<file path="config.mk">
export PLATFORM = sky130hd
export DESIGN_NAME = frame_read_arbiter_flat
export DESIGN_NICKNAME = d
export VERILOG_FILES = /design/src/rtl/frame_read_arbiter_pkg.sv /design/src/rtl/frame_read_arbiter_if.sv /design/src/rtl/frame_read_arbiter_rd_tag_pipe.sv /design/src/rtl/frame_read_arbiter.sv /design/src/flat_wrapper.sv
export SDC_FILE = /design/constraint.sdc
export NUM_CORES = 1
export LEC_CHECK = 0
export BUFFER_PORTS_ARGS = -buffer_cell sky130_fd_sc_hd__buf_2
export CAP_MARGIN = 20
export CORE_UTILIZATION = 30
export CTS_CLUSTER_SIZE = 8
export DETAILED_ROUTE_END_ITERATION = 6
export SYNTH_ARGS = -nofsm -noshare
export SYNTH_HDL_FRONTEND = slang
export SYNTH_SLANG_ARGS = --single-unit
</file>
<file path="constraint.sdc">
create_clock -name clk -period 4.7 [get_ports clk]
set_clock_uncertainty 0.1 [all_clocks]
set_input_delay 0.705 -clock clk [delete_from_list [all_inputs] [get_ports clk]]
set_output_delay 0.705 -clock clk [all_outputs]
set_load 0.005 [all_outputs]
</file>
<file path="src/rtl/frame_read_arbiter_pkg.sv">
// frame_arb_pkg: shared types and default widths for the frame buffer read path.
//   arb_state_t : blanking-window FSM states of frame_read_arbiter
//   rd_tag_t    : owner tag of an issued frame buffer read
//   FB_ADDR_W / FB_DATA_W : default widths shared with frame_buffer and
//                           QVGA_MemController (320x240 words of RGB565)
package frame_arb_pkg;

  localparam int FB_ADDR_W = 17;
  localparam int FB_DATA_W = 16;

  typedef enum logic [1:0] {
    WAIT_BLANK = 2'd0,
    AUX_OPEN   = 2'd1,
    AUX_CLOSED = 2'd2
  } arb_state_t;

  typedef enum logic [1:0] {
    TAG_NONE = 2'd0,
    TAG_VGA  = 2'd1,
    TAG_AUX  = 2'd2
  } rd_tag_t;

endpackage

</file>
<file path="src/rtl/frame_read_arbiter_if.sv">
// frame_read_arbiter_if: all request, return and frame buffer signals of the
// read arbiter bundled in one interface.
//   slave  : arbiter view (takes requests and mem_rdata, drives grants/returns/mem)
//   master : environment view (VGA scan-out, aux engine, frame buffer model)
interface frame_read_arbiter_if
  import frame_arb_pkg::*;
#(
  parameter int ADDR_W = FB_ADDR_W,
  parameter int DATA_W = FB_DATA_W
);

  logic              blank;
  logic              vga_req;
  logic [ADDR_W-1:0] vga_addr;
  logic              vga_valid;
  logic [DATA_W-1:0] vga_data;
  logic              aux_req;
  logic [ADDR_W-1:0] aux_addr;
  logic              aux_gnt;
  logic              aux_valid;
  logic [DATA_W-1:0] aux_data;
  logic              aux_starved;
  logic              mem_oe;
  logic [ADDR_W-1:0] mem_addr;
  logic [DATA_W-1:0] mem_rdata;

  modport slave (
    input  blank, vga_req, vga_addr, aux_req, aux_addr, mem_rdata,
    output vga_valid, vga_data, aux_gnt, aux_valid, aux_data, aux_starved,
           mem_oe, mem_addr
  );

  modport master (
    output blank, vga_req, vga_addr, aux_req, aux_addr, mem_rdata,
    input  vga_valid, vga_data, aux_gnt, aux_valid, aux_data, aux_starved,
           mem_oe, mem_addr
  );

endinterface

</file>
<file path="src/rtl/frame_read_arbiter_rd_tag_pipe.sv">
// rd_tag_pipe: DEPTH-stage shift register of read owner tags, aligning each
// issued read's tag with its data coming back from the frame buffer.
//   clk, reset : system clock, async active-high reset (flushes to TAG_NONE)
//   tag_i      : tag of the read issued this cycle
//   tag_o      : tag of the read whose data is on mem_rdata this cycle
module rd_tag_pipe
  import frame_arb_pkg::*;
#(
  parameter int DEPTH = 1
) (
  input  logic    clk,
  input  logic    reset,
  input  rd_tag_t tag_i,
  output rd_tag_t tag_o
);

  rd_tag_t stage_q [DEPTH];

  always_ff @(posedge clk or posedge reset) begin
    if (reset) begin
      for (int i = 0; i < DEPTH; i++) stage_q[i] <= TAG_NONE;
    end else begin
      stage_q[0] <= tag_i;
      for (int i = 1; i < DEPTH; i++) stage_q[i] <= stage_q[i-1];
    end
  end

  assign tag_o = stage_q[DEPTH-1];

endmodule

</file>
<file path="src/rtl/frame_read_arbiter.sv">
// frame_read_arbiter: shares the frame buffer read port between VGA scan-out
// (absolute priority) and one aux requester that is served only during
// blanking, with a per-window grant budget and a starvation flag.
//   clk, reset : system clock, async active-high reset
//   bus        : frame_read_arbiter_if.slave (requests, returns, memory port)
//
// state      | meaning
// WAIT_BLANK | active video, no aux grants, burst count held at zero
// AUX_OPEN   | blanking, aux may be granted while budget remains
// AUX_CLOSED | blanking, budget used up, wait for next active line
module frame_read_arbiter
  import frame_arb_pkg::*;
#(
  parameter int ADDR_W     = FB_ADDR_W,
  parameter int DATA_W     = FB_DATA_W,
  parameter int RD_LAT     = 1,
  parameter int AUX_BURST  = 64,
  parameter int STARVE_LIM = 4096
) (
  input logic clk,
  input logic reset,
  frame_read_arbiter_if.slave bus
);

  localparam int BCNT_W = $clog2(AUX_BURST + 1);
  localparam int SCNT_W = $clog2(STARVE_LIM + 1);
  localparam logic [BCNT_W-1:0] BURST_MAX  = BCNT_W'(AUX_BURST);
  localparam logic [SCNT_W-1:0] STARVE_MAX = SCNT_W'(STARVE_LIM);

  arb_state_t        state_q, state_d;
  logic [BCNT_W-1:0] aux_cnt_q, aux_cnt_d;
  logic [SCNT_W-1:0] starve_q, starve_d;
  logic              aux_gnt;

  logic              mem_oe_q, mem_oe_d;
  logic [ADDR_W-1:0] mem_addr_q, mem_addr_d;
  rd_tag_t           issue_tag_q, issue_tag_d;
  rd_tag_t           ret_tag;

  logic              vga_valid_q, vga_valid_d;
  logic [DATA_W-1:0] vga_data_q, vga_data_d;
  logic              aux_valid_q, aux_valid_d;
  logic [DATA_W-1:0] aux_data_q, aux_data_d;

  // Window FSM and grant
  always_comb begin
    state_d   = state_q;
    aux_cnt_d = aux_cnt_q;
    aux_gnt   = bus.aux_req & ~bus.vga_req & (state_q == AUX_OPEN) &
                (aux_cnt_q < BURST_MAX);
    case (state_q)
      WAIT_BLANK: begin
        aux_cnt_d = '0;
        if (bus.blank) state_d = AUX_OPEN;
      end
      AUX_OPEN: begin
        // grant is gated by aux_cnt < BURST_MAX, so the count saturates
        if (aux_gnt) aux_cnt_d = aux_cnt_q + BCNT_W'(1);
        if (!bus.blank)                  state_d = WAIT_BLANK;
        else if (aux_cnt_q == BURST_MAX) state_d = AUX_CLOSED;
      end
      AUX_CLOSED: begin
        if (!bus.blank) state_d = WAIT_BLANK;
      end
      default: state_d = WAIT_BLANK;
    endcase
  end

  // Issue stage
  always_comb begin
    mem_oe_d    = bus.vga_req | aux_gnt;
    mem_addr_d  = mem_addr_q;
    issue_tag_d = TAG_NONE;
    if (bus.vga_req) begin
      mem_addr_d  = bus.vga_addr;
      issue_tag_d = TAG_VGA;
    end else if (aux_gnt) begin
      mem_addr_d  = bus.aux_addr;
      issue_tag_d = TAG_AUX;
    end
  end

  // Tag leaves the pipe in the same cycle its data is on mem_rdata
  rd_tag_pipe #(.DEPTH(RD_LAT)) u_tag_pipe (
    .clk   (clk),
    .reset (reset),
    .tag_i (issue_tag_q),
    .tag_o (ret_tag)
  );

  // Return stage
  always_comb begin
    vga_valid_d = (ret_tag == TAG_VGA);
    aux_valid_d = (ret_tag == TAG_AUX);
    vga_data_d  = vga_valid_d ? bus.mem_rdata : vga_data_q;
    aux_data_d  = aux_valid_d ? bus.mem_rdata : aux_data_q;
  end

  // Starvation counter
  always_comb begin
    starve_d = starve_q;
    if (!bus.aux_req || aux_gnt) starve_d = '0;
    else if (starve_q != STARVE_MAX) starve_d = starve_q + SCNT_W'(1);
  end

  always_ff @(posedge clk or posedge reset) begin
    if (reset) begin
      state_q     <= WAIT_BLANK;
      aux_cnt_q   <= '0;
      starve_q    <= '0;
      mem_oe_q    <= 1'b0;
      mem_addr_q  <= '0;
      issue_tag_q <= TAG_NONE;
      vga_valid_q <= 1'b0;
      vga_data_q  <= '0;
      aux_valid_q <= 1'b0;
      aux_data_q  <= '0;
    end else begin
      state_q     <= state_d;
      aux_cnt_q   <= aux_cnt_d;
      starve_q    <= starve_d;
      mem_oe_q    <= mem_oe_d;
      mem_addr_q  <= mem_addr_d;
      issue_tag_q <= issue_tag_d;
      vga_valid_q <= vga_valid_d;
      vga_data_q  <= vga_data_d;
      aux_valid_q <= aux_valid_d;
      aux_data_q  <= aux_data_d;
    end
  end

  assign bus.aux_gnt     = aux_gnt;
  assign bus.aux_starved = (starve_q == STARVE_MAX);
  assign bus.mem_oe      = mem_oe_q;
  assign bus.mem_addr    = mem_addr_q;
  assign bus.vga_valid   = vga_valid_q;
  assign bus.vga_data    = vga_data_q;
  assign bus.aux_valid   = aux_valid_q;
  assign bus.aux_data    = aux_data_q;

endmodule

</file>
<file path="src/flat_wrapper.sv">
// flat-port wrapper written by rule: the top's interface ports become plain ports
module frame_read_arbiter_flat import frame_arb_pkg::*;
#(
  parameter int ADDR_W     = FB_ADDR_W,
  parameter int DATA_W     = FB_DATA_W,
  parameter int RD_LAT     = 1,
  parameter int AUX_BURST  = 64,
  parameter int STARVE_LIM = 4096
)
  (clk, reset, bus_blank, bus_vga_req, bus_vga_addr, bus_aux_req, bus_aux_addr, bus_mem_rdata, bus_vga_valid, bus_vga_data, bus_aux_gnt, bus_aux_valid, bus_aux_data, bus_aux_starved, bus_mem_oe, bus_mem_addr);
  frame_read_arbiter_if #(.ADDR_W(ADDR_W), .DATA_W(DATA_W)) bus_i ();
  input logic clk;
  input logic reset;
  input wire logic [$bits(bus_i.blank)-1:0] bus_blank;
  input wire logic [$bits(bus_i.vga_req)-1:0] bus_vga_req;
  input wire logic [$bits(bus_i.vga_addr)-1:0] bus_vga_addr;
  input wire logic [$bits(bus_i.aux_req)-1:0] bus_aux_req;
  input wire logic [$bits(bus_i.aux_addr)-1:0] bus_aux_addr;
  input wire logic [$bits(bus_i.mem_rdata)-1:0] bus_mem_rdata;
  output wire logic [$bits(bus_i.vga_valid)-1:0] bus_vga_valid;
  output wire logic [$bits(bus_i.vga_data)-1:0] bus_vga_data;
  output wire logic [$bits(bus_i.aux_gnt)-1:0] bus_aux_gnt;
  output wire logic [$bits(bus_i.aux_valid)-1:0] bus_aux_valid;
  output wire logic [$bits(bus_i.aux_data)-1:0] bus_aux_data;
  output wire logic [$bits(bus_i.aux_starved)-1:0] bus_aux_starved;
  output wire logic [$bits(bus_i.mem_oe)-1:0] bus_mem_oe;
  output wire logic [$bits(bus_i.mem_addr)-1:0] bus_mem_addr;
  assign bus_i.blank = bus_blank;
  assign bus_i.vga_req = bus_vga_req;
  assign bus_i.vga_addr = bus_vga_addr;
  assign bus_i.aux_req = bus_aux_req;
  assign bus_i.aux_addr = bus_aux_addr;
  assign bus_i.mem_rdata = bus_mem_rdata;
  assign bus_vga_valid = bus_i.vga_valid;
  assign bus_vga_data = bus_i.vga_data;
  assign bus_aux_gnt = bus_i.aux_gnt;
  assign bus_aux_valid = bus_i.aux_valid;
  assign bus_aux_data = bus_i.aux_data;
  assign bus_aux_starved = bus_i.aux_starved;
  assign bus_mem_oe = bus_i.mem_oe;
  assign bus_mem_addr = bus_i.mem_addr;
  frame_read_arbiter #(.ADDR_W(ADDR_W), .DATA_W(DATA_W), .RD_LAT(RD_LAT), .AUX_BURST(AUX_BURST), .STARVE_LIM(STARVE_LIM)) u_core (.clk(clk), .reset(reset), .bus(bus_i));
endmodule
</file>
* Word level (Yosys, flattened, before mapping)
Cells that the tools add are included.
** Cells by class
- Add/sub/neg operators :: 2
- Multipliers :: 0
- Div/mod/pow operators :: 0
- Order comparisons :: 1
- Equality and inequality tests :: 11
- Shifts and indexed selects :: 0
- Mux-type cells :: 13
- Bitwise gates (word level) :: 5
- Reductions and logical operators :: 8
** Operators with widths (count)
- 17-bit 2-to-1 mux :: 2
- 13-bit 2-to-1 mux :: 2
- 7-bit case mux with 2 select lines :: 1
- 13-bit by 1-bit adder with 13-bit output (second input constant) :: 1
- 13-bit equality test (second input constant) :: 1
- 13-bit != test (second input constant) :: 1
- 2-bit 2-to-1 mux :: 6
- 7-bit by 1-bit adder with 7-bit output (second input constant) :: 1
- 7-bit equality test (second input constant) :: 1
- 7-bit less-than comparator (second input constant) :: 1
- 7-bit 2-to-1 mux :: 1
- 2-bit case mux with 3 select lines :: 1
- 2-bit nonzero test :: 3
- 2-bit by 1-bit equality test with 1-bit output (second input constant) :: 2
- 2-bit equality test (second input constant) :: 2
- 2-bit != test (second input constant) :: 2
- 1-bit bitwise AND :: 3
- 3-bit != test (second input constant) :: 1
- 3-bit AND reduction :: 1
- 2-bit logical NOT :: 1
- 2-bit by 1-bit != test with 1-bit output (second input constant) :: 1
- 2-bit AND reduction :: 1
- 1-bit logical NOT :: 1
- 1-bit logical OR :: 1
- other kinds (2) :: 2
** Storage, ports and cells
- Register bits after elaboration :: 78
- Latch bits :: 0
- Bits in writable memories :: 0
- Memory bits (read-only) :: 0
- Bits of input ports :: 55
- Output and inout bits :: 54
- Logic and storage cells :: 51
- Memories kept :: 0

* Depth between registers and ports, before layout
Gate-level depths: netlist of the first run.
- Word-level depth :: 6
- Depth in mapped cells :: 6
- Gate-level depth less buffers :: 5

* Cells and area by module
A second synthesis of the first run with hierarchy kept.
** Unflattened totals
- Cell total of the unflattened synthesis :: 306
- Area, all modules :: 3407.0 µm²
** Modules (own cells, without submodules)
- frame_read_arbiter :: times used 1, cells each 303, area an instance 3353.2 µm², seq. area each 1901.8 µm²
- rd_tag_pipe :: times used 1, cells each 3, area an instance 53.8 µm², seq. area each 50.0 µm²

* Worst setup path before layout of the first run
Ideal clock, no wire load.
- Kind :: register to output
- From :: register u_core.starve_q[0]
- To :: output bus_aux_starved
- Arrival time :: 1497 ps
- Required time :: 3895 ps
- Path slack :: 2398 ps
- Cell stages (with the launch flop) :: 5
- Path buffers :: 0
- Cells stage by stage :: dfrtp_1 inv_1 ha_1 or4b_2 nor3_1
** Between the ends
- Word-level cells in the longest chain between the ends :: 1
** RTL lines
- from (decl) :: RTL line frame_read_arbiter.sv:32 : logic [SCNT_W-1:0] starve_q, starve_d;
- from (signal assigned) :: RTL line frame_read_arbiter.sv:121 : starve_q <= starve_d;
- 13-bit equality test :: RTL line frame_read_arbiter.sv:133 : assign bus.aux_starved = (starve_q == STARVE_MAX);
- to (decl) :: RTL line flat_wrapper.sv:25 : output wire logic [$bits(bus_i.aux_starved)-1:0] bus_aux_starved;
No other way between the ends.

* Worst setup path after layout of the first run
- From :: input bus_vga_req
- To :: output bus_aux_gnt
** Between the ends
- Word-level cells in the longest chain between the ends :: 4
** RTL lines
- from (decl) :: RTL line flat_wrapper.sv:15 : input wire logic [$bits(bus_i.vga_req)-1:0] bus_vga_req;
- 1-bit NOT :: RTL line frame_read_arbiter.sv:49 : aux_gnt = bus.aux_req & ~bus.vga_req & (state_q == AUX_OPEN) &
- 1-bit bitwise AND (3 in a row) :: RTL line frame_read_arbiter.sv:49
- to (decl) :: RTL line flat_wrapper.sv:22 : output wire logic [$bits(bus_i.aux_gnt)-1:0] bus_aux_gnt;
No other way between the ends.

==> results of run 1 <==
[metal layers]
layer / wire (um) / vias up
li1: - / 1307
met4: 99 / 0
met1: 3380 / 1336
met2: 3700 / 78
met5: 0 / -
met3: 421 / 9
[per-stage QoR]
stage / hold slack [ps] / utilization (%) / instance area [sq um]
2_1_floorplan: 231 / - / 3470
3_3_place_gp: 233 / 37.3 / 4120
3_5_place_dp: 238 / 37.3 / 4120
4_1_cts: 247 / 39.8 / 4400
5_1_grt: 252 / 39.8 / 4400
6_report: 243 / 39.8 / 4400
[cell usage in the layout, fill, tap and decap left out, types with 2 or more instances in the layout]
cell	Yosys	final
or3_1	5	5
clkinv_2	0	2
or4_1	4	4
dfrtp_1	78	78
or2_2	3	3
nor2b_1	2	2
o31ai_1	6	6
nor4_1	2	2
mux2i_1	4	4
buf_2	5	108
nand2b_1	2	2
xor2_1	2	2
nor2_1	3	3
and2_1	2	2
mux2_2	32	32
nor3_1	4	4
a21oi_1	10	10
ha_1	4	4
inv_1	25	24
o21ai_0	11	11
or4b_2	2	2
nand3_1	29	29
nand4_1	5	5
clkbuf_16	0	9
nor4b_1	3	3
inv_6	0	2
buf_4	0	3
o311ai_0	17	17
nand2_1	22	22
[critical path, stage by stage]
cell,delay [ps]
buf_2,290
nor4b_4,280
and2_1,570
buf_2,230
[cell type report]
type	instances	area (sq um)	area share (%)
repair buffers	111	563	12.8
inverters	25	93.8	2.13
clock inverters	7	55.1	1.25
multi-input cells	184	1330	30.3
clock buffers	9	225	5.12
well taps	140	175	3.99
flip-flops and latches	78	1950	44.4
[state kept, by name, summed over array words and instances, names as in the netlist]
register,count
u_core.aux_cnt_q,7
u_core.u_tag_pipe.tag_o,2
u_core.issue_tag_q,2
u_core.bus.mem_addr,17
u_core.bus.aux_data,16
u_core.bus.vga_valid,1
u_core.state_q,2
u_core.starve_q,13
u_core.bus.aux_valid,1
u_core.bus.mem_oe,1
u_core.bus.vga_data,16
[logic make-up after synthesis]
family | Yosys count
AND/OR/NAND/NOR | 95
XOR/XNOR | 2
AO/OA/AOI/OAI | 47
flip-flops | 78
multiplexers | 36
buffers and inverters | 46
adder cells (fa/ha/maj) | 4
[final timing paths]
| check | depth (start not counted) | endpoint | start | slack, ps |
|---|---|---|---|---|
| min in group asynchronous | 2 | u_core.bus.aux_data[2] | reset | 330 |
| max in group asynchronous | 3 | u_core.bus.mem_addr[13] | reset | 3120 |
| min | 0 | u_core.u_tag_pipe.tag_o[0] | u_core.issue_tag_q[0] | 240 |
| max | 4 | bus_aux_gnt | bus_vga_req | 1800 |
| min reg2reg | 0 | u_core.u_tag_pipe.tag_o[0] | u_core.issue_tag_q[0] | 240 |
| max reg2reg | 5 | u_core.starve_q[1] | u_core.starve_q[0] | 2690 |
[where the power goes]
group	switching, W	internal (W)
registers	0.0000370	0.000742
clock network	0.000278	0.000363
logic	0.000103	0.000119
==> metrics.cfg, run 1 <==
[clock_network]
cts_sinks=78
hold_buffers=0
path_clk_slew_ps=60
cts.repair.resized=0
clockBufferDepth=2
cts-buffers-inserted=9
clock_latency_ps=330
post_cts_buffers=0
cts-root-buf=clkbuf_16
htreeDepth=3
cts_tree=done

[timing]
fin_setup_tns_ps=0
fin_crit_sh_pct=61.7
drv_slew=0
finalHoldViolations=0
min_period_ps=2900
rsz0062_at_grt=no
max-slew-margin-rel_pct=43.7
setup_violations=0
fmax_ghz=0.345
fin_ws_ps=1800
tightest_slew_ps=844

[logic_synthesis]
yosys-top-cells-area=dfrtp_1, mux2_2, o311ai_0, nand3_1, inv_1
synthAdderAreaFrac_pct=1.44
synth_cell_types=37
yosysMostFrequentCell=dfrtp_1
synth_compound_area_share_pct=9.30
yosysTopAreaCell=dfrtp_1
muxShareOfSynthArea_pct=11.5
syn-num-nets=367
yosys_warnings=0
async_flop_share_pct=100
synth_cells=308
synth_top_area_share_pct=56.3
syn_area_sq_um=3470
synth_xor_xnor_area_share_pct=0.505
synthSimpleGateAreaFrac_pct=15.6
synth_ff_type=dfrtp_1
synth_edf_count=0
ys_seq_area_share_pct=56.3
ys_ff_latch=78
synth_top_family_by_area=simple AND/OR/NAND/NOR gates
synthTopCellsByCount=dfrtp_1, mux2_2, nand3_1
syn_area_per_cell_sq_um=11.3

[setup_path]
critPathKind=input pin to output pin
crit_fanout=38
critPathLaunchType=input pin
critPathArrivalTime_ps=2090
endpoint_kind=output pin
crit_required_ps=3890

[grt]
gr-total-overflow=0
grt_pass1_vias=2648
antenna_found_initial=0
grt_max_degree=53
grt_pass1_wl_um=12300
met3_usage_pct=3.32
grt_busiest_layer=met2
met1_usage_pct=15.7
grt_util_all_layers_pct=13.3
use_met2_pct=23.0

[finish]
insertedDiodeCount=0
n_fill_cell=1077
drive_gt1_share_pct=40.1
finalNonFillerCells=554
synthToLayoutAreaGrowth_pct=26.7
final_nets=468

[routing]
routedWlPerCell_um=13.7
vias=2730
via_per_inst=4.93
wl_um=7600
drtIter0Drc=153
drtAntennaViolNets=0
drtPass1Iterations=4
drc=0

[floorplan]
core_sq_um=11000
die_w_um=110
placementRows=38
fp.dieArea_sq_um=12000
start_util_pct=31.5
io_pins=109
die_h_um=110

[placed_design]
numPortBuffers=108
pre_cts_slack_ps=1790
hpwl_um=5330
gp_congestion=0.809
dp.cells=538

[status]
status=finished, final reports clean

[power_and_ir_drop]
ir_worst_vdd_uv=180
total_power_w=0.00164
powerDensity_nw_per_um2=373
power.leakage_nw=2.04

[flow_run]
drv_cap=0

[hold_path]
hold_class=flip-flop to flip-flop

Note: power is estimated with default switching activity, not from simulation.
==> inputs of run 2 (changes only) <==
--- a/config.mk
+++ b/config.mk
@@ -5,6 +5,7 @@
 export SDC_FILE = /design/constraint.sdc
 export NUM_CORES = 1
 export LEC_CHECK = 0
+export ABC_AREA = 1
 export BUFFER_PORTS_ARGS = -buffer_cell sky130_fd_sc_hd__buf_2
 export CAP_MARGIN = 20
 export CORE_UTILIZATION = 30
==> constraint.sdc (replaced) <==
create_clock -name clk -period 2.8 [get_ports clk]
set_clock_uncertainty 0.1 [all_clocks]
set_input_delay 0.42 -clock clk [delete_from_list [all_inputs] [get_ports clk]]
set_output_delay 0.42 -clock clk [all_outputs]
set_load 0.005 [all_outputs]
==> run 2 against run 1 <==
Sequential share of layout area is 1.2 points lower. First-iteration DRC count shrank 27%. Cell area up 2.8%. Register-to-register slack got worse by 1500 ps. Wire length is 3.3% higher. Worst hold slack worse by 210 ps. Global-route usage is 0.18 points higher. Core utilization down 0.63 points. Die area is 3.0% higher. Clock-buffer cell count rose by 2. Power up 78%. The run now ends with DRC left. Non-clock buffer count stayed put.
==> metrics.cfg, run 2 <==
[routing]
vias=2993  ; was 2730
drc=11  ; was 0
via_per_inst=4.48  ; was 4.93
wl_um=7850  ; was 7600 um
routedWlPerCell_um=11.7  ; was 13.7 um
drtAntennaViolNets=0  ; unchanged
drtPass1Iterations=6  ; was 4
drtIter0Drc=111  ; was 153

[finish]
final_common_cell=buf_2  ; unchanged
n_fill_cell=1198  ; was 1077
insertedDiodeCount=0  ; unchanged
final_nets=580  ; was 468
finalNonFillerCells=668  ; was 554
largest_reg_flops=17  ; unchanged
drive_gt1_share_pct=26.9  ; was 40.1%
final_cell_mix=buf_2, nand2_1, dfrtp_1  ; was buf_2, dfrtp_1, mux2_2
synthToLayoutAreaGrowth_pct=26.3  ; was 26.7%

[clock_network]
cts.repair.resized=0  ; unchanged
htreeDepth=3  ; unchanged
cts_sinks=78  ; unchanged
path_clk_slew_ps=60  ; about the same
clockBufferDepth=2  ; unchanged
clock_latency_ps=330  ; about the same
cts-buffers-inserted=9  ; unchanged
hold_buffers=0  ; unchanged
post_cts_buffers=0  ; unchanged
cts-root-buf=clkbuf_16  ; unchanged
cts_tree=done  ; unchanged

[power_and_ir_drop]
powerDensity_nw_per_um2=648  ; was 373 nW/um^2
ir_worst_vdd_uv=269  ; was 180 uV
power.leakage_nw=2.35  ; was 2.04 nW

[logic_synthesis]
synth_cells=413  ; was 308
synth_compound_area_share_pct=9.87  ; was 9.30%
yosys_warnings=0  ; unchanged
yosysTopAreaCell=dfrtp_1  ; unchanged
ys_ff_latch=78  ; unchanged
ys_seq_area_share_pct=54.6  ; was 56.3%
syn-num-nets=472  ; was 367
async_flop_share_pct=100  ; unchanged
syn_area_sq_um=3580  ; was 3470 sq um
synth_ff_type=dfrtp_1  ; unchanged
synthTopCellsByCount=nand2_1, dfrtp_1, inv_1  ; was dfrtp_1, mux2_2, nand3_1
synth_top_area_share_pct=54.6  ; was 56.3%
yosysMostFrequentCell=nand2_1  ; was dfrtp_1
synthSimpleGateAreaFrac_pct=25.1  ; was 15.6%
syn_area_per_cell_sq_um=8.66  ; was 11.3 sq um
synth_edf_count=0  ; unchanged
synth_xor_xnor_area_share_pct=0.980  ; was 0.505%
muxShareOfSynthArea_pct=0  ; was 11.5%
yosys-top-cells-area=dfrtp_1, nand2_1, o21ai_0, nand3_1, inv_1  ; was dfrtp_1, mux2_2, o311ai_0, nand3_1, inv_1
synth_cell_types=25  ; was 37
synth_top_family_by_area=simple AND/OR/NAND/NOR gates  ; unchanged
synthAdderAreaFrac_pct=1.40  ; was 1.44%

[setup_path]
crit_required_ps=2280  ; was 3890 ps
critPathLaunchType=flip-flop  ; was input pin
crit_fanout=6  ; was 38
reg2reg_from=u_core.u_tag_pipe.tag_o[0]  ; was u_core.starve_q[0]
rrSetupSlack_ps=1210  ; was 2690 ps
critPathArrivalTime_ps=1530  ; was 2090 ps
critPathKind=flip-flop to output pin  ; was input pin to output pin
rr_worst_depth=3  ; was 5
endpoint_kind=output pin  ; unchanged
r2r-end=u_core.bus.aux_data[6]  ; was u_core.starve_q[1]

[timing]
holdWs_ps=29.3  ; was 243 ps
fin_crit_sh_pct=73.3
fin_setup_tns_ps=0  ; unchanged
max-slew-margin-rel_pct=35.2  ; was 43.7%
drv_slew=0  ; unchanged
min_period_ps=2050
fmax_ghz=0.487
setup_violations=0  ; unchanged
tightest_slew_ps=970  ; was 844 ps
rsz0062_at_grt=no  ; unchanged
finalHoldViolations=0  ; unchanged

[placed_design]
hpwl_um=5670  ; was 5330 um
gp_congestion=0.823  ; was 0.809
numPortBuffers=108  ; unchanged
dp.cells=653  ; was 538

[grt]
grt_max_degree=36  ; was 53
antenna_found_initial=0  ; unchanged
grt_util_all_layers_pct=13.5  ; was 13.3%
grt_pass1_vias=2858  ; was 2648
gr-total-overflow=0  ; unchanged
grt_pass1_wl_um=13400  ; was 12300 um

[status]
violations=DRC
status=finished with violations  ; was finished, final reports clean

[hold_path]
hold_class=input pin to asynchronous set/reset pin  ; was flip-flop to flip-flop

[floorplan]
core_sq_um=11500  ; was 11000 sq um
io_pins=109  ; unchanged
die_h_um=111  ; was 110 um
placementRows=39  ; was 38
fp.dieArea_sq_um=12400  ; was 12000 sq um
die_w_um=111  ; was 110 um
start_util_pct=31.1  ; was 31.5%

[flow_run]
drv_cap=0  ; unchanged

## run 2: cell count changes in the layout (fill, tap and decap cells not counted), sizes merged, moves of 17 or more
cell    change
inv        +25
mux2       -32
nand2      +73
nor2       +30
o211ai     +17
o21ai      +31
o311ai     -17
## run 2: where the power goes
part	total (W)	internal, W	switching [W]
registers	0.00135	0.00127	0.0000750
logic	0.000453	0.000206	0.000247
clock network	0.00113	0.000684	0.000443
total	0.00293	0.00216	0.000765
## run 2: worst max-delay path by stage
stage                            start                  end  slack (ps)
CTS                 u_core.starve_q[0]      bus_aux_starved         700
global placement           bus_vga_req          bus_aux_gnt         990
global route        u_core.starve_q[0]      bus_aux_starved         600
floorplan                        reset  u_core.aux_cnt_q[0]         280
finish              u_core.starve_q[0]      bus_aux_starved         750
detailed placement         bus_vga_req          bus_aux_gnt        1000
## run 2: final cells by class
cell class | instances | area (sq um) | share of cell area [%]
clock buffer | 11 | 233 | 5.15
clock inverter | 4 | 48.8 | 1.08
inverter | 54 | 206 | 4.57
multi-input combinational | 267 | 1340 | 29.6
sequential | 78 | 1950 | 43.2
tap | 143 | 179 | 3.96
timing repair buffer | 111 | 563 | 12.5
## run 2: routing by layer
metal  track usage, %  wire length [um]  up-vias
met5                0                 0        -
li1                 -                 -     1545
met1             17.0              3610     1361
met2             22.0              3740       77
met3             3.17               399       10
met4             6.22               104        0
## run 2: per-stage QoR
step	cell area [sq um]	utilization [%]	setup WS, ps	total power, W
final	4520	39.2	748	0.00293
after global routing	4520	39.2	600	0.00309
after CTS	4520	39.2	700	0.00297
after detailed placement	4240	36.8	1000	0.00183
after global placement	4240	36.8	989	0.00182
after floorplan	3580	-	285	0.00160
## run 2: critical path: stages (launching register included)
cell	delay, ps
dfrtp_1	430
inv_1	120
ha_1	180
nand4_1	100
nor4_1	210
buf_2	170
## run 2: logic make-up (layout without fill, tap and decap cells)
kind of cell    after synthesis  in the layout
simple gates                197            197
compound gates               62             62
fa+ha+maj                     4              4
flops                        78             78
buf+inv                      68            180
xor+xnor                      4              4
==> inputs of run 3 (changes only) <==
==> constraint.sdc (replaced) <==
create_clock -name clk -period 2.1 [get_ports clk]
set_clock_uncertainty 0.1 [all_clocks]
set_input_delay 0.315 -clock clk [delete_from_list [all_inputs] [get_ports clk]]
set_output_delay 0.315 -clock clk [all_outputs]
set_load 0.005 [all_outputs]
==> run 3 against run 2 <==
The flow still finishes with violations (DRC). Sequential power grew 33%. Clock power is 30% higher. Global-route usage up 0.54 points. Core utilization grew 0.42 points. Setup slack worse by 560 ps. First-iteration DRC count grew 11%. Power grew 32%. Combinational power rose by 34%.
==> metrics.cfg, run 3 (synthesis gave the netlist of run 2 again) <==
[timing]
min_period_ps=1910
fin_crit_sh_pct=91.0
fmax_ghz=0.523
max-slew-margin-rel_pct=70.0  ; was 35.2%
fin_ws_ps=188  ; was 748 ps
rsz0062_at_grt=no  ; unchanged
finalHoldViolations=0  ; unchanged
tightest_slew_ps=449  ; was 970 ps
drv_slew=0  ; unchanged
fin_setup_tns_ps=0  ; unchanged
setup_violations=0  ; unchanged

[hold_path]
hp-start=bus_vga_req
min_path_cells=1
hold_class=input pin to flip-flop  ; was input pin to asynchronous set/reset pin
holdPathEnd=u_core.issue_tag_q[0]

[clock_network]
post_cts_buffers=0  ; unchanged
htreeDepth=3  ; unchanged
clock_latency_ps=330  ; about the same
cts_tree=done  ; unchanged
path_clk_slew_ps=60  ; about the same
cts_sinks=78  ; unchanged
clockBufferDepth=2  ; unchanged
cts-root-buf=clkbuf_16  ; unchanged
cts-buffers-inserted=9  ; unchanged

[finish]
fin_area_sq_um=4570  ; was 4520 sq um
multi_input_area_sq_um=1340  ; unchanged
synthToLayoutAreaGrowth_pct=27.7  ; was 26.3%
final_common_cell=buf_2  ; unchanged
n_fill_cell=1159  ; was 1198
seq_area_sq_um=1950  ; unchanged
drive_gt1_share_pct=27.7  ; was 26.9%
final_cell_mix=buf_2, nand2_1, dfrtp_1  ; unchanged
utilization_pct=39.6  ; was 39.2%
insertedDiodeCount=0  ; unchanged
largest_reg_flops=17  ; unchanged
final_nets=585  ; was 580

[routing]
vias=3032  ; was 2993
routedWlPerCell_um=11.9  ; was 11.7 um
wl_um=8000  ; was 7850 um
drtIter0Drc=123  ; was 111
drc=13  ; was 11
via_per_inst=4.50  ; was 4.48
drtAntennaViolNets=0  ; unchanged
drtPass1Iterations=6  ; unchanged

[power_and_ir_drop]
p_comb_share_pct=15.6  ; was 15.5%
power.leakage_nw=2.37  ; was 2.35 nW
power.internal_w=0.00287  ; was 0.00216 W
p_switching_w=0.00101  ; was 0.000765 W
powerDensity_nw_per_um2=849  ; was 648 nW/um^2
clkPwrFrac_pct=38.0  ; was 38.5%
p_sw_share_pct=26.0  ; was 26.1%
pwr-share-seq_pct=46.4  ; was 46.0%
ir_worst_vdd_uv=317  ; was 269 uV

[setup_path]
rrSetupSlack_ps=530  ; was 1210 ps
r2r-end=u_core.starve_q[10]  ; was u_core.bus.aux_data[6]
cpLargestDelayFamily=simple AND/OR/NAND/NOR gates  ; was flip-flops
critPathKind=flip-flop to output pin  ; unchanged
reg2reg_from=u_core.starve_q[0]  ; was u_core.u_tag_pipe.tag_o[0]
crit_required_ps=1680  ; was 2280 ps
crit_fanout=8  ; was 6
critPathLaunchType=flip-flop  ; unchanged
slowest_stage=dfrtp_1  ; unchanged
crit_buf_inv=1  ; was 2
rr_worst_depth=7  ; was 3
path_cells=nor2_4 -> nand2_1 -> nor2_1 -> buf_2  ; was inv_1 -> ha_1 -> nand4_1 -> nor4_1 -> buf_2
critPathArrivalTime_ps=1500  ; was 1530 ps
endpoint_kind=output pin  ; unchanged
critPathMaxStageDelay_ps=420  ; was 430 ps

[status]
status=finished with violations  ; unchanged
violations=DRC  ; unchanged

[grt]
grt_pass1_vias=3026  ; was 2858
antenna_found_initial=0  ; unchanged
grt_pass1_wl_um=14000  ; was 13400 um
gr-total-overflow=0  ; unchanged
grt_max_degree=36  ; unchanged
grt_util_all_layers_pct=14.1  ; was 13.5%

[placed_design]
numPortBuffers=108  ; unchanged
pre_cts_slack_ps=517  ; was 1000 ps
place_area_sq_um=4270  ; was 4240 sq um
hpwl_um=5890  ; was 5670 um
gp_congestion=0.829  ; was 0.823

[floorplan]
placementRows=39  ; unchanged
core_sq_um=11500  ; unchanged
die_w_um=111  ; unchanged
die_h_um=111  ; unchanged
start_util_pct=31.1  ; unchanged
fp.dieArea_sq_um=12400  ; unchanged
io_pins=109  ; unchanged

[flow_run]
drv_cap=0  ; unchanged

-- run 3: cell count changes in the layout (fill, tap and decap cells not counted) --
| cell | change |
|---|---|
| buf_4 | +4 |
| bufinv_16 | -1 |
| clkbuf_1 | -1 |
| clkbuf_8 | +3 |
| clkinv_2 | -1 |
| clkinv_4 | -1 |
| clkinvlp_4 | +2 |
| dlygate4sd3_1 | +1 |
-- run 3: layout make-up --
type	instances	share of cell area (%)
timing repair buffer	116	13.2
inverter	54	4.58
clock inverter	3	0.384
tap	143	3.92
sequential	78	42.8
multi-input combinational	267	29.2
clock buffer	13	5.92
-- run 3: stage by stage --
step,cells,hold slack [ps],power [W]
after floorplan,413,231,0.00214
after global placement,657,165,0.00243
after detailed placement,657,163,0.00244
after CTS,674,82.8,0.00394
after global routing,674,86.0,0.00411
final,674,99.7,0.00388
-- run 3: worst max path at each step --
stage	from	cells after the start	end
3_3_place_gp	u_core.starve_q[0]	5	bus_aux_starved
6_report	u_core.state_q[1]	4	bus_aux_gnt
2_1_floorplan	u_core.starve_q[0]	4	bus_aux_starved
3_5_place_dp	u_core.starve_q[0]	5	bus_aux_starved
5_1_grt	u_core.starve_q[0]	5	bus_aux_starved
4_1_cts	u_core.starve_q[0]	5	bus_aux_starved
-- run 3: metal layers --
metal	GRT usage, %	routed length [um]	vias to the layer above
met4	4.86	63	0
li1	-	-	1550
met5	0	0	-
met1	17.8	3750	1390
met3	4.48	522	4
met2	22.6	3660	88
-- run 3: power by group through the flow --
stage                     logic (W)  clock network [W]  registers [W]
after global routing       0.000695            0.00159        0.00182
after floorplan            0.000300                  0        0.00184
after global placement     0.000605                  0        0.00182
after detailed placement   0.000620                  0        0.00182
after CTS                  0.000621            0.00152        0.00180
final                      0.000606            0.00147        0.00180
-- run 3: worst reg2reg max path, delay by kind of cell, from the launching register on --
| family | cells | cell delay (ps) |
|---|---|---|
| flip-flops | 1 | 440 |
| AND/OR/NAND/NOR | 4 | 430 |
| adder cells (fa/ha/maj) | 1 | 210 |
| buffers and inverters | 1 | 160 |
| AO/OA/AOI/OAI | 1 | 160 |
-- run 3: what timing repair did --
action,CTS,global route
hold buffers,1,0
gates resized for setup,0,0
endpoints found under the hold margin,6,0
